$ cat config.mk
export PLATFORM = sky130hd
export DESIGN_NAME = rnd_mem_tester
export DESIGN_NICKNAME = d
export VERILOG_FILES = /design/src/rtl/rnd_mem_tester.sv
export SDC_FILE = /design/constraint.sdc
export NUM_CORES = 1
export LEC_CHECK = 0
export ABC_AREA = 1
export CORE_ASPECT_RATIO = 0.6
export CORE_MARGIN = 2
export CORE_UTILIZATION = 35
export DETAILED_ROUTE_END_ITERATION = 8
export PLACE_DENSITY = 0.79
export SETUP_SLACK_MARGIN = 0.1
export SLEW_MARGIN = 0
export SYNTH_ARGS = -nofsm -noshare
export SYNTH_HDL_FRONTEND = slang
export SYNTH_SLANG_ARGS = --single-unit
$ cat constraint.sdc
create_clock -name clk -period 4.25 [get_ports clk]
set_input_delay 0.85 -clock clk [delete_from_list [all_inputs] [get_ports clk]]
set_output_delay 0.85 -clock clk [all_outputs]
set_load 0.02 [all_outputs]
$ cat src/rtl/rnd_mem_tester.sv
// rnd_mem_tester: random-pattern memory test sequencer.
// Each pass saves the generator state, writes one random word to every
// address, restores the generator, then reads every address back and
// compares it against the regenerated stream.
// Optional feature macro: RND_TEST_ERRLOG_EN enables first-error capture
// (err_addr/err_exp/err_got). Without it those outputs are tied to 0.
module rnd_mem_tester #(
  parameter int DATA_W    = 16,
  parameter int ADDR_W    = 10,
  parameter int INIT_LEN  = 8,
  parameter int ERRCNT_W  = 16,
  parameter int PASSCNT_W = 8
) (
  input  logic                 clk,
  input  logic                 rst_n,
  input  logic                 run,
  output logic                 rnd_init,
  output logic                 rnd_save,
  output logic                 rnd_restore,
  output logic                 rnd_next,
  input  logic [DATA_W-1:0]    rnd_in,
  output logic                 mem_req,
  output logic                 mem_rnw,
  output logic [ADDR_W-1:0]    mem_addr,
  output logic [DATA_W-1:0]    mem_wdata,
  input  logic                 mem_ack,
  input  logic [DATA_W-1:0]    mem_rdata,
  output logic                 busy,
  output logic [PASSCNT_W-1:0] pass_cnt,
  output logic [ERRCNT_W-1:0]  err_cnt,
  output logic [ADDR_W-1:0]    err_addr,
  output logic [DATA_W-1:0]    err_exp,
  output logic [DATA_W-1:0]    err_got
);

  localparam logic [3:0] S_INIT = 4'd0;
  localparam logic [3:0] S_IDLE = 4'd1;
  localparam logic [3:0] S_SAVE = 4'd2;
  localparam logic [3:0] S_WR   = 4'd3;
  localparam logic [3:0] S_WNX  = 4'd4;
  localparam logic [3:0] S_RST  = 4'd5;
  localparam logic [3:0] S_RD   = 4'd6;
  localparam logic [3:0] S_RNX  = 4'd7;
  localparam logic [3:0] S_PASS = 4'd8;

  localparam int CNT_W = $clog2(INIT_LEN + 1);
  localparam logic [CNT_W-1:0] INIT_END = CNT_W'(INIT_LEN);

  logic [3:0]       state;
  logic [CNT_W-1:0] init_cnt;
  logic             last_addr;
  logic             rd_ack;
  logic             mismatch;

  assign last_addr = &mem_addr;
  assign rd_ack    = (state == S_RD) && mem_ack;
  assign mismatch  = (mem_rdata != rnd_in);

  // init_cnt == 0 only in the post-reset cycle, which keeps every output low
  assign rnd_init    = (state == S_INIT) && (init_cnt != '0);
  assign rnd_save    = (state == S_SAVE);
  assign rnd_restore = (state == S_RST);
  assign rnd_next    = (state == S_WNX) || (state == S_RNX);
  assign mem_req     = (state == S_WR) || (state == S_RD);
  assign mem_rnw     = (state == S_RD);
  assign mem_wdata   = (state == S_WR) ? rnd_in : '0;
  assign busy        = (state != S_IDLE) && !((state == S_INIT) && (init_cnt == '0));

  // sequencer FSM, address and pass counter
  always_ff @(posedge clk) begin
    if (!rst_n) begin
      state    <= S_INIT;
      init_cnt <= '0;
      mem_addr <= '0;
      pass_cnt <= '0;
    end else begin
      case (state)
        S_INIT: begin
          if (init_cnt == INIT_END) state <= S_IDLE;
          else                      init_cnt <= init_cnt + CNT_W'(1);
        end
        S_IDLE: begin
          mem_addr <= '0;
          if (run) state <= S_SAVE;
        end
        S_SAVE: state <= S_WR;
        S_WR:   if (mem_ack) state <= S_WNX;
        S_WNX: begin
          if (last_addr) begin
            mem_addr <= '0;
            state    <= S_RST;
          end else begin
            mem_addr <= mem_addr + ADDR_W'(1);
            state    <= S_WR;
          end
        end
        S_RST:  state <= S_RD;
        S_RD:   if (mem_ack) state <= S_RNX;
        S_RNX: begin
          if (last_addr) begin
            mem_addr <= '0;
            state    <= S_PASS;
          end else begin
            mem_addr <= mem_addr + ADDR_W'(1);
            state    <= S_RD;
          end
        end
        S_PASS: begin
          pass_cnt <= pass_cnt + PASSCNT_W'(1);
          state    <= run ? S_SAVE : S_IDLE;
        end
        default: state <= S_INIT;
      endcase
    end
  end

  // saturating mismatch counter
  always_ff @(posedge clk) begin
    if (!rst_n)                              err_cnt <= '0;
    else if (rd_ack && mismatch && !(&err_cnt)) err_cnt <= err_cnt + ERRCNT_W'(1);
  end

`ifdef RND_TEST_ERRLOG_EN
  logic err_seen;

  // latch the first mismatch after reset, hold it thereafter
  always_ff @(posedge clk) begin
    if (!rst_n) begin
      err_seen <= 1'b0;
      err_addr <= '0;
      err_exp  <= '0;
      err_got  <= '0;
    end else if (rd_ack && mismatch && !err_seen) begin
      err_seen <= 1'b1;
      err_addr <= mem_addr;
      err_exp  <= rnd_in;
      err_got  <= mem_rdata;
    end
  end
`else
  assign err_addr = '0;
  assign err_exp  = '0;
  assign err_got  = '0;
`endif

endmodule

==> flow_metrics.py <==
metrics = {
    "status": {
        "status": "finished, final reports clean",
    },
    "critical_path": {
        "worstReg2RegStart": "err_cnt[0]",
        "crit_fanout": 18,
        "r2r_cells": 9,
        "max_stage_delay_ns": 0.64,
        "criticalPathCategory": "reg -> out",
        "r2r_end": "err_cnt[5]",
        "required_ns": 3.40,
        "r2r_slack_ns": 2.18,
        "cp_slowest_cell": "clkdlybuf4s50_1",
        "path_cells": "nor2_1 > nand2_1 > nor2_1 > clkdlybuf4s50_1",
        "crit_arrival_ns": 2.20,
        "critPathMostFrequentCell": "nor2_1",
        "cp-start-kind": "flop",
        "end_kind": "primary output",
    },
    "clock_tree": {
        "cts.htree.levels": 2,
        "root_buffer": "clkbuf_16",
        "cts_buffer_depth": 2,
        "holdBufCountCts": 0,
        "post_cts_resized": 0,
        "clk_pin_slew_ns": 0.06,
        "cts_tree": "built",
        "cts_setup_buffers": 0,
        "cts_inserted_buffers": 5,
        "clock-sinks": 42,
        "clkLatencyLatePin_ns": 0.28,
    },
    "logic_synthesis": {
        "yosys_warnings": 0,
        "yosysTopAreaCell": "dfxtp_1",
        "synth_top_area_share_pct": 26.52,
        "synthCells": 512,
        "netlist_top_cells_area": "dfxtp_1 (27%), nand2_1 (17%), buf_4 (10%), inv_1 (8.6%), nor2_1 (7.5%)",
        "synth.avg_cell_area_um2": 6.192,
        "synth.distinct_cells": 37,
        "synth_seq_area_share_pct": 26.52,
        "synth_area_um2": 3171,
        "synth_seq_cells": 42,
    },
    "floorplanning": {
        "pin_count": 135,
        "die_h_um": 77.73,
        "rows": 26,
        "initial_core_util_pct": 36.64,
        "die_area_um2": 9861,
        "core_um2": 8653,
        "die-width_um": 126.9,
    },
    "place": {
        "hpwl_mm": 6.808,
        "place_congestion": 0.8503,
        "dpl-instance-area_um2": 4024,
        "dp_cells": 706,
        "post-place-ws_ns": 1.237,
        "portBuffers": 92,
    },
    "routing": {
        "wl_mm": 8.811,
        "vias": 3321,
        "drt_iter0_markers": 191,
        "drc": 0,
        "vias_per_cell": 4.651,
        "ant_nets": 0,
        "routedWlPerCell_um": 12.34,
        "dr.pass1.iters": 5,
    },
    "power": {
        "power.density_nw_per_um2": 259.6,
        "ir_worst_vdd_mv": 0.1434,
        "leakagePower_nw": 1.788,
    },
    "timing": {
        "skew_ns": 0.007069,
        "worstMarginPinSlew_ns": 1.230,
        "setup_tns_ns": 0,
        "hold_ws_ns": 0.5065,
        "min_period_over_period_pct": 71.71,
        "fmax_mhz": 328.1,
        "slew_viol_final": 0,
        "rsz0062_at_grt": "false",
        "finalCriticalPeriod_ns": 3.048,
        "hold_viol_final": 0,
        "relSlewSlack_pct": 17.92,
        "setup_ws_ns": 1.202,
        "setup_violations": 0,
    },
    "layout": {
        "fillers": 850,
        "drive_gt1_share_pct": 5.316,
        "final_cells": 714,
        "mostFrequentLayoutCells": "nand2_1 (147), clkdlybuf4s50_1 (92), inv_1 (73)",
        "final_common_cell": "nand2_1",
        "areaGrowthSynthToFinish_pct": 31.57,
        "final_area_um2": 4172,
        "diodes": 0,
        "nets": 642,
    },
    "grt": {
        "grt_pass1_wl_mm": 14.32,
        "antenna_found_initial": 0,
        "gr-usage-all-layers_pct": 17.75,
        "overflow": 0,
        "grt_max_degree": 31,
        "grt_pass1_vias": 3009,
    },
    "hold_path": {
        "worstHoldStart": "init_cnt[1]",
        "holdPathEnd": "init_cnt[1]",
        "min_path_type": "reg -> reg",
        "hold_depth": 2,
    },
    "job": {
        "maxCapViolCount": 0,
    },
}
-- worst max-delay path, delay by kind of cell (launching register included) --
kind | cells | cell delay (ns)
flops | 1 | 0.37
simple gates | 3 | 0.90
buf+inv | 1 | 0.64
-- how the worst max path moves through the flow --
stage | end | startpoint | slack (ns) | cells after the start
final | mem_wdata[13] | state[3] | 1.20 | 4
after global routing | mem_wdata[13] | state[3] | 1.06 | 4
after CTS | mem_wdata[13] | state[3] | 1.17 | 4
after detailed placement | mem_wdata[13] | rnd_in[13] | 1.24 | 4
after global placement | mem_wdata[8] | rnd_in[8] | 1.29 | 4
after floorplan | rnd_restore | state[0] | 2.17 | 2
-- power by group --
part | internal (W) | switching (W) | leakage (nW)
Sequential | 0.000407 | 0.0000151 | 0.339
Clock | 0.000233 | 0.000150 | 0.0739
Combinational | 0.000106 | 0.000172 | 1.38
Total | 0.000746 | 0.000337 | 1.79
-- layout make-up --
class | instances | area (um^2) | share of cell area (%)
repair buffers | 92 | 920.9 | 22.08
multi-input cells | 384 | 1837 | 44.03
clock buffers | 7 | 142.6 | 3.419
clock inverters | 1 | 5.005 | 0.1200
inverters | 76 | 285.3 | 6.839
well taps | 112 | 140.1 | 3.359
flip-flops and latches | 42 | 840.8 | 20.16
-- flip-flops by register name, indices dropped and copies added (netlist names) --
register and cells:
init_cnt 4, state 4, err_cnt 16, pass_cnt 8
mem_addr 10
-- stage by stage --
stage,utilization [%],power [W]
3_5_place_dp,46.50,0.0007043
2_1_floorplan,-,0.0006321
6_report,48.21,0.001083
4_1_cts,48.21,0.001094
3_3_place_gp,46.50,0.0006951
5_1_grt,48.21,0.001139
-- cells in the mapped netlist --
cell / instances
a21oi_2: 9
o21ai_1: 2
ha_1: 5
nand4_1: 23
a31oi_2: 1
nor2_2: 1
nand2_1: 147
or2_2: 1
clkbuf_1: 6
conb_1: 1
a21oi_1: 22
dfxtp_1: 42
inv_1: 73
nor3_2: 2
o22ai_1: 1
xnor2_1: 2
a31oi_1: 2
inv_2: 2
a41oi_1: 1
nand3_1: 23
a221oi_1: 1
nor3b_1: 1
buf_6: 1
nand3_2: 1
xor2_1: 7
clkinv_1: 1
nor2_1: 63
nor2_4: 4
nor4_1: 1
nor3_1: 6
nand3b_1: 1
nand2_2: 2
o21ai_0: 10
and3_1: 1
nand3_4: 2
buf_2: 1
buf_4: 43
-- cells by family (layout without fill, tap and decap cells) --
logic type                 after synthesis  after routing  synth area share, %
AOI/OAI and AO/OA                       49             49                9.393
buffers and inverters                  127            176                20.40
and+or+nand+nor                        279            279                39.11
DFF                                     42             42                26.52
adders and majority gates                5              5                1.973
xor gates and xnor gates                 9              9                2.486
other                                    1             42               0.1183
-- layer usage --
layer  vias to the layer above  GRT usage (%)  wire length [um]
li1                       1708              -                 -
met1                      1527          24.40              4322
met2                        82          29.25              4061
met3                         4          3.793               390
met4                         0          2.747                36
met5                         -              0                 0
No activity file was read; power rests on OpenSTA's default activity.
